===== src/rtl/tick_rate_controller_pkg.sv =====
// Shared types for the tick rate controller: rate FSM states and transition helpers.
// The FSM only commits a rate change on a slow-period boundary, where both rates tick together.
package tick_rate_controller_pkg;

  typedef enum logic [1:0] {
    StRunFast  = 2'b00,
    StPendSlow = 2'b01,
    StRunSlow  = 2'b10,
    StPendFast = 2'b11
  } rate_state_e;

  // A commit on slow_evt beats a simultaneous request; a request while idle is only queued.
  function automatic rate_state_e rate_fsm_next(rate_state_e st, logic req, logic slow_evt);
    rate_state_e nxt;
    nxt = st;
    unique case (st)
      StRunFast: begin
        if (req) nxt = StPendSlow;
      end
      StPendSlow: begin
        if (slow_evt) nxt = StRunSlow;
        else if (req) nxt = StRunFast;
      end
      StRunSlow: begin
        if (req) nxt = StPendFast;
      end
      StPendFast: begin
        if (slow_evt) nxt = StRunFast;
        else if (req) nxt = StRunSlow;
      end
    endcase
    return nxt;
  endfunction

  function automatic logic rate_is_slow(rate_state_e st);
    return (st == StRunSlow) || (st == StPendFast);
  endfunction

  function automatic logic rate_is_pending(rate_state_e st);
    return (st == StPendSlow) || (st == StPendFast);
  endfunction

endpackage


===== src/rtl/tick_rate_controller_if.sv =====
// Control/status bundle between the tick rate controller and its user logic.
interface tick_rate_controller_if;
  logic en;
  logic btn_speed;
  logic tick;
  logic speed;
  logic pending;

  modport master (
    output en,
    output btn_speed,
    input  tick,
    input  speed,
    input  pending
  );

  modport slave (
    input  en,
    input  btn_speed,
    output tick,
    output speed,
    output pending
  );
endinterface


===== src/rtl/tick_rate_controller_prescaler.sv =====
// Two-stage prescaler: base counter divides clk down to fast events, decade counter to slow events.
// Both counters freeze while en_i is low and are never cleared by rate changes.
module tick_rate_controller_prescaler #(
  parameter int unsigned DIV_FAST  = 10_000_000,
  parameter int unsigned SLOW_MULT = 10
) (
  input  logic clk_i,
  input  logic rst_i,
  input  logic en_i,
  output logic fast_evt_o,
  output logic slow_evt_o
);

  localparam int unsigned BaseW = $clog2(DIV_FAST);
  localparam int unsigned DecW  = $clog2(SLOW_MULT);
  localparam logic [BaseW-1:0] BaseLast = BaseW'(DIV_FAST - 1);
  localparam logic [DecW-1:0]  DecLast  = DecW'(SLOW_MULT - 1);

  logic [BaseW-1:0] base_q, base_d;
  logic [DecW-1:0]  dec_q, dec_d;
  logic             fast_evt;
  logic             slow_evt;

  assign fast_evt = en_i & (base_q == BaseLast);
  assign slow_evt = fast_evt & (dec_q == DecLast);

  always_comb begin
    base_d = base_q;
    dec_d  = dec_q;
    if (en_i) begin
      base_d = (base_q == BaseLast) ? '0 : base_q + 1'b1;
    end
    if (fast_evt) begin
      dec_d = (dec_q == DecLast) ? '0 : dec_q + 1'b1;
    end
  end

  always_ff @(posedge clk_i) begin
    if (rst_i) begin
      base_q <= '0;
      dec_q  <= '0;
    end else begin
      base_q <= base_d;
      dec_q  <= dec_d;
    end
  end

  assign fast_evt_o = fast_evt;
  assign slow_evt_o = slow_evt;

endmodule


===== src/rtl/tick_rate_controller.sv =====
// Tick rate controller: emits a registered one-cycle tick at 10 Hz or 1 Hz and switches rate
// only on a slow-period boundary so no tick is lost or duplicated across the change.
module tick_rate_controller
  import tick_rate_controller_pkg::*;
#(
  parameter int unsigned DIV_FAST  = 10_000_000,
  parameter int unsigned SLOW_MULT = 10
) (
  input  logic                         clk,
  input  logic                         rst,
  tick_rate_controller_if.slave        bus
);

  logic        fast_evt;
  logic        slow_evt;
  logic        req;
  logic        btn_prev_q;
  logic        tick_q;
  logic        speed_q;
  logic        pending_q;
  rate_state_e state_q, state_d;

  tick_rate_controller_prescaler #(
    .DIV_FAST  (DIV_FAST),
    .SLOW_MULT (SLOW_MULT)
  ) u_prescaler (
    .clk_i      (clk),
    .rst_i      (rst),
    .en_i       (bus.en),
    .fast_evt_o (fast_evt),
    .slow_evt_o (slow_evt)
  );

  // btn_prev resets high so a button held through reset does not look like a fresh press.
  assign req     = bus.btn_speed & ~btn_prev_q;
  assign state_d = rate_fsm_next(state_q, req, slow_evt);

  always_ff @(posedge clk) begin
    if (rst) begin
      state_q    <= StRunFast;
      speed_q    <= 1'b0;
      pending_q  <= 1'b0;
      tick_q     <= 1'b0;
      btn_prev_q <= 1'b1;
    end else begin
      btn_prev_q <= bus.btn_speed;
      // On a commit cycle slow_evt implies fast_evt, so the old speed gives the right tick.
      tick_q     <= speed_q ? slow_evt : fast_evt;
      state_q    <= state_d;
      speed_q    <= rate_is_slow(state_d);
      pending_q  <= rate_is_pending(state_d);
    end
  end

  assign bus.tick    = tick_q;
  assign bus.speed   = speed_q;
  assign bus.pending = pending_q;

endmodule


===== src/flat_wrapper.sv =====
// flat-port wrapper written by rule: the top's interface ports become plain ports
module tick_rate_controller_flat import tick_rate_controller_pkg::*;
#(
  parameter int unsigned DIV_FAST  = 10_000_000,
  parameter int unsigned SLOW_MULT = 10
)
  (clk, rst, bus_en, bus_btn_speed, bus_tick, bus_speed, bus_pending);
  tick_rate_controller_if bus_i ();
  input  logic clk;
  input  logic rst;
  input wire logic [$bits(bus_i.en)-1:0] bus_en;
  input wire logic [$bits(bus_i.btn_speed)-1:0] bus_btn_speed;
  output wire logic [$bits(bus_i.tick)-1:0] bus_tick;
  output wire logic [$bits(bus_i.speed)-1:0] bus_speed;
  output wire logic [$bits(bus_i.pending)-1:0] bus_pending;
  assign bus_i.en = bus_en;
  assign bus_i.btn_speed = bus_btn_speed;
  assign bus_tick = bus_i.tick;
  assign bus_speed = bus_i.speed;
  assign bus_pending = bus_i.pending;
  tick_rate_controller #(.DIV_FAST(DIV_FAST), .SLOW_MULT(SLOW_MULT)) u_core (.clk(clk), .rst(rst), .bus(bus_i));
endmodule

===== config.mk =====
export PLATFORM = sky130hd
export DESIGN_NAME = tick_rate_controller_flat
export DESIGN_NICKNAME = d
export VERILOG_FILES = /design/src/rtl/tick_rate_controller_pkg.sv /design/src/rtl/tick_rate_controller_if.sv /design/src/rtl/tick_rate_controller_prescaler.sv /design/src/rtl/tick_rate_controller.sv /design/src/flat_wrapper.sv
export SDC_FILE = /design/constraint.sdc
export NUM_CORES = 1
export LEC_CHECK = 0
export CAP_MARGIN = 15
export CORE_MARGIN = 2
export CORE_UTILIZATION = 59
export DETAILED_ROUTE_END_ITERATION = 10
export GPL_TIMING_DRIVEN = 0
export PLACE_DENSITY = 0.78
export SKIP_LAST_GASP = 1
export SLEW_MARGIN = 20
export SYNTH_ARGS = -nofsm -noshare
export SYNTH_HDL_FRONTEND = slang
export SYNTH_SLANG_ARGS = --single-unit

===== constraint.sdc =====
create_clock -name clk -period 2.9 [get_ports clk]
set_input_delay 0.58 -clock clk [delete_from_list [all_inputs] [get_ports clk]]
set_output_delay 0.58 -clock clk [all_outputs]
set_load 0.05 [all_outputs]

==> results.txt <==
----------------------------------------------------
[Finish]
  Diode insertion count for antenna repair ... 0
  Leading cell type in the layout, fill and taps excluded ... dfxtp_1
  Number of non-filler instances in the completed layout ... 230
  Net count reported at finish ... 204
  Commonest cells after routing, fill and taps aside ... dfxtp_1 (33), nor2_1 (16), a21oi_1 (13)
  Final core utilization ... between 70% and 80%
  Area growth syn-to-layout ... 10.7%
  Fraction of layout cells with a size suffix above 1 ... 11.5%
  Fill cells ... ~210

[Floorplanning]
  Die footprint ... around 3200 um2
  Placeable core area ... between 2000 and 3000 um2
  Die Wd ... approximately 56 um
  Height of the chip ... roughly 56 um
  Top Ports ... 7
  Floorplan row count ... 18
  Effective utilization at floorplan ... roughly 64%

[Timing]
  Pin slew with the least headroom to its limit ... slightly below 600 ps
  Final number of setup-violating endpoints ... 0
  Number of pins with negative max-slew slack in the final report ... 0
  Setup repair after global routing missed its margin ... false
  Remaining max-slew budget at the tightest pin ... 60.1%
  Clock period minus worst slack ... 2290 ps
  Final worst-path setup slack ... ~600 ps
  Fraction of the cycle the final worst path needs ... ~79%
  Worst clock skew ... approximately 8.3 ps
  Sum Neg Setup Slack ... 0 ps
  Number of hold violations in the final report ... 0
  Peak Freq ... between 400 and 500 MHz

[Setup path]
  Worst R2R Path Depth ... 5
  Critical path fanouts, max ... 5
  Worst setup path startpoint ... u_core.u_prescaler.base_q[0]$_SDFFE_PP0P_
  End of the worst register-to-register path ... u_core.state_q[1]$_SDFF_PP0_
  Worst setup path end ... u_core.state_q[1]$_SDFF_PP0_
  Worst setup slack for register-to-register paths ... between 600 and 700 ps
  Arrival time worst endpoint ... 2530 ps
  Crit path required time ... ~3100 ps
  Reg-to-Reg Start ... u_core.u_prescaler.base_q[0]$_SDFFE_PP0P_
  Element type at the critical path start ... flip-flop
  Startpoint-to-endpoint class of the critical path ... reg2reg
  Kind of end point of the critical path ... flip-flop

[Synthesis]
  Number of distinct standard cells referenced by the synthesized netlist ... 43
  Warnings from Yosys ... 0
  Cell area after synthesis ... 1610 um2
  Proportion of synthesized flip-flops having asynchronous set or reset ... 0%
  Number of nets in the synthesized netlist ... 192
  Part of the Yosys area used for sequential elements ... about two fifths
  Number of enable flip-flop cells after synthesis ... 0
  Mean Syn Cell Area ... ~8.6 um2
  Main synth FF type ... dfxtp_1
  Instance count of the mapped netlist ... between 150 and 200
  Number of synthesized register bits ... 33

[Min path]
  Type of the worst min-delay path ... reg2reg

[Global routing]
  Initial antenna violation count ... 0
  Final global-route overflow total ... 0
  Gr usage total ... between 20% and 30%
  Wire length of the first global-routing pass ... between 5000 and 6000 um
  Vias in the first global route ... 1,291
  Pin count of the biggest net entering global routing ... 11

[Power]
  VDD IR max ... ~0.53 mV
  Pwr Density ... 481 nW/um2
  Static Leakage ... 0.548 nW

[Placed design]
  Placed wire-length estimate ... 2340 um
  Final weighted congestion of routability-driven global placement ... approximately 0.83
  Placement Setup Slack ... 531 ps
  Number of placed instances, taps included ... around 220
  Count of port buffers added during placement ... 5

[CTS]
  Clock latency at the later pin of the worst-skew pair ... approximately 340 ps
  Clock tree from TritonCTS ... yes
  H-tree levels ... 2
  Count of clock tree sinks ... 33
  Number of buffers created by CTS ... 5
  Clock root cell ... clkbuf_4
  Total of cells resized after clock tree synthesis ... 0
  Quantity of hold-fixing buffers added after cts ... 0
  Clock Pin Slew Worst Setup and Hold Paths ... 100 ps
  Setup bufs post-CTS ... 0
  Bufs on Longest Clock Path ... 2

[Run status]
  Status ... finished clean

[Routing]
  Number of nets with antenna violations after detailed routing ... 0
  Vias ... 1,413
  Detail-routed via count per cell ... 6.14
  DRT iter0 DRCs ... 44
  Final wirelength ... approximately 3200 um
  DRC violation count after routing ... 0
  Total iterations of the first detailed-routing run ... 4
  WL/cell ... roughly 14 um

[Flow run]
  Maxcap violations ... 0

----------------------------------------------------
[Yosys cell counts, drive strengths merged (3+ instances only)]
cell,number,area share (%)
dfxtp,33,41
xnor2,9,4.9
nor3,5,1.6
inv,6,1.4
xor2,3,1.6
clkbuf,5,1.2
nand2,11,2.6
a21oi,14,4.6
or4,8,4.2
buf,4,1.9
nand3,6,1.9
or3,8,3.3
o31ai,4,1.9
nor4,5,2.3
o21ai,10,3.1
nand4,13,5.4
nor2,16,3.7
nor2b,3,1.2
[power breakdown]
part	leakage, nW	total, W	switching, W	internal [W]
Clock	0.0455	0.000364	0.000158	0.000206
Sequential	0.267	0.000462	0.00000422	0.000457
Combinational	0.236	0.0000313	0.0000180	0.0000133
Total	0.548	0.000857	0.000180	0.000677
[critical path, cell delays in order (launching register included)]
cell,delay (ps)
dfxtp_1,410
ha_1,210
nand4_1,230
or4_4,620
nor4_2,350
mux2_2,370
[metal layers]
| metal | vias up | GRT usage (%) | part of all wire (%) |
|---|---|---|---|
| met4 | 0 | 11.9 | 2.0 |
| met2 | 22 | 35.1 | 48 |
| met5 | - | 0 | 0 |
| met3 | 8 | 5.81 | 3.6 |
| li1 | 720 | - | - |
| met1 | 663 | 26.6 | 46 |
[final cells by class]
type / instances / area (um2) / area share [%]
Inverter: 6 / 22.5 / 1.26
Buffer: 9 / 51.3 / 2.88
Timing Repair Buffer: 5 / 50.0 / 2.81
Multi-Input combinational cell: 139 / 876 / 49.1
Tap cell: 30 / 37.5 / 2.11
Clock buffer: 7 / 55.1 / 3.09
Sequential cell: 33 / 661 / 37.1
Clock inverter: 1 / 30.0 / 1.68
[registers in the layout (all words and copies together), names as in the netlist]
name / cells
u_core.state_q: 1
u_core.bus.tick: 1
u_core.u_prescaler.dec_q: 4
u_core.btn_prev_q: 1
u_core.bus.speed: 1
u_core.bus.pending: 1
u_core.u_prescaler.base_q: 24
[metrics by stage]
| step | hold WS (ps) | total power (W) | instance area, um2 |
|---|---|---|---|
| after floorplan | 467 | 0.000493 | 1610 |
| after global placement | 443 | 0.000502 | 1700 |
| after detailed placement | 461 | 0.000504 | 1700 |
| after CTS | 478 | 0.000866 | 1780 |
| after global routing | 532 | 0.000887 | 1780 |
| final | 474 | 0.000857 | 1780 |
[cell families (layout without fill, tap and decap cells)]
kind of cell	after synthesis	in the layout	share of synthesized area, %
XOR/XNOR	12	12	6.53
AO/OA/AOI/OAI	34	34	12.4
AND/OR/NAND/NOR	89	89	32.6
buffers and inverters	15	28	4.58
multiplexers	3	3	2.02
adder cells (fa/ha/maj)	1	1	0.777
flip-flops	33	33	41.0
[worst min-delay path by stage]
| stage | startpoint | slack [ps] | cells after the start | endpoint |
|---|---|---|---|---|
| 5_1_grt | u_core.bus.speed$_SDFF_PP0_ | 530 | 1 | u_core.bus.tick$_SDFF_PP0_ |
| 2_1_floorplan | u_core.u_prescaler.dec_q[0]$_SDFFE_PP0P_ | 470 | 2 | u_core.u_prescaler.dec_q[0]$_SDFFE_PP0P_ |
| 3_3_place_gp | u_core.bus.speed$_SDFF_PP0_ | 440 | 1 | u_core.bus.tick$_SDFF_PP0_ |
| 3_5_place_dp | u_core.bus.speed$_SDFF_PP0_ | 460 | 1 | u_core.bus.tick$_SDFF_PP0_ |
| 4_1_cts | u_core.bus.speed$_SDFF_PP0_ | 480 | 1 | u_core.bus.tick$_SDFF_PP0_ |
| 6_report | u_core.bus.speed$_SDFF_PP0_ | 470 | 1 | u_core.bus.tick$_SDFF_PP0_ |
Power figures use the tool's default switching activity.
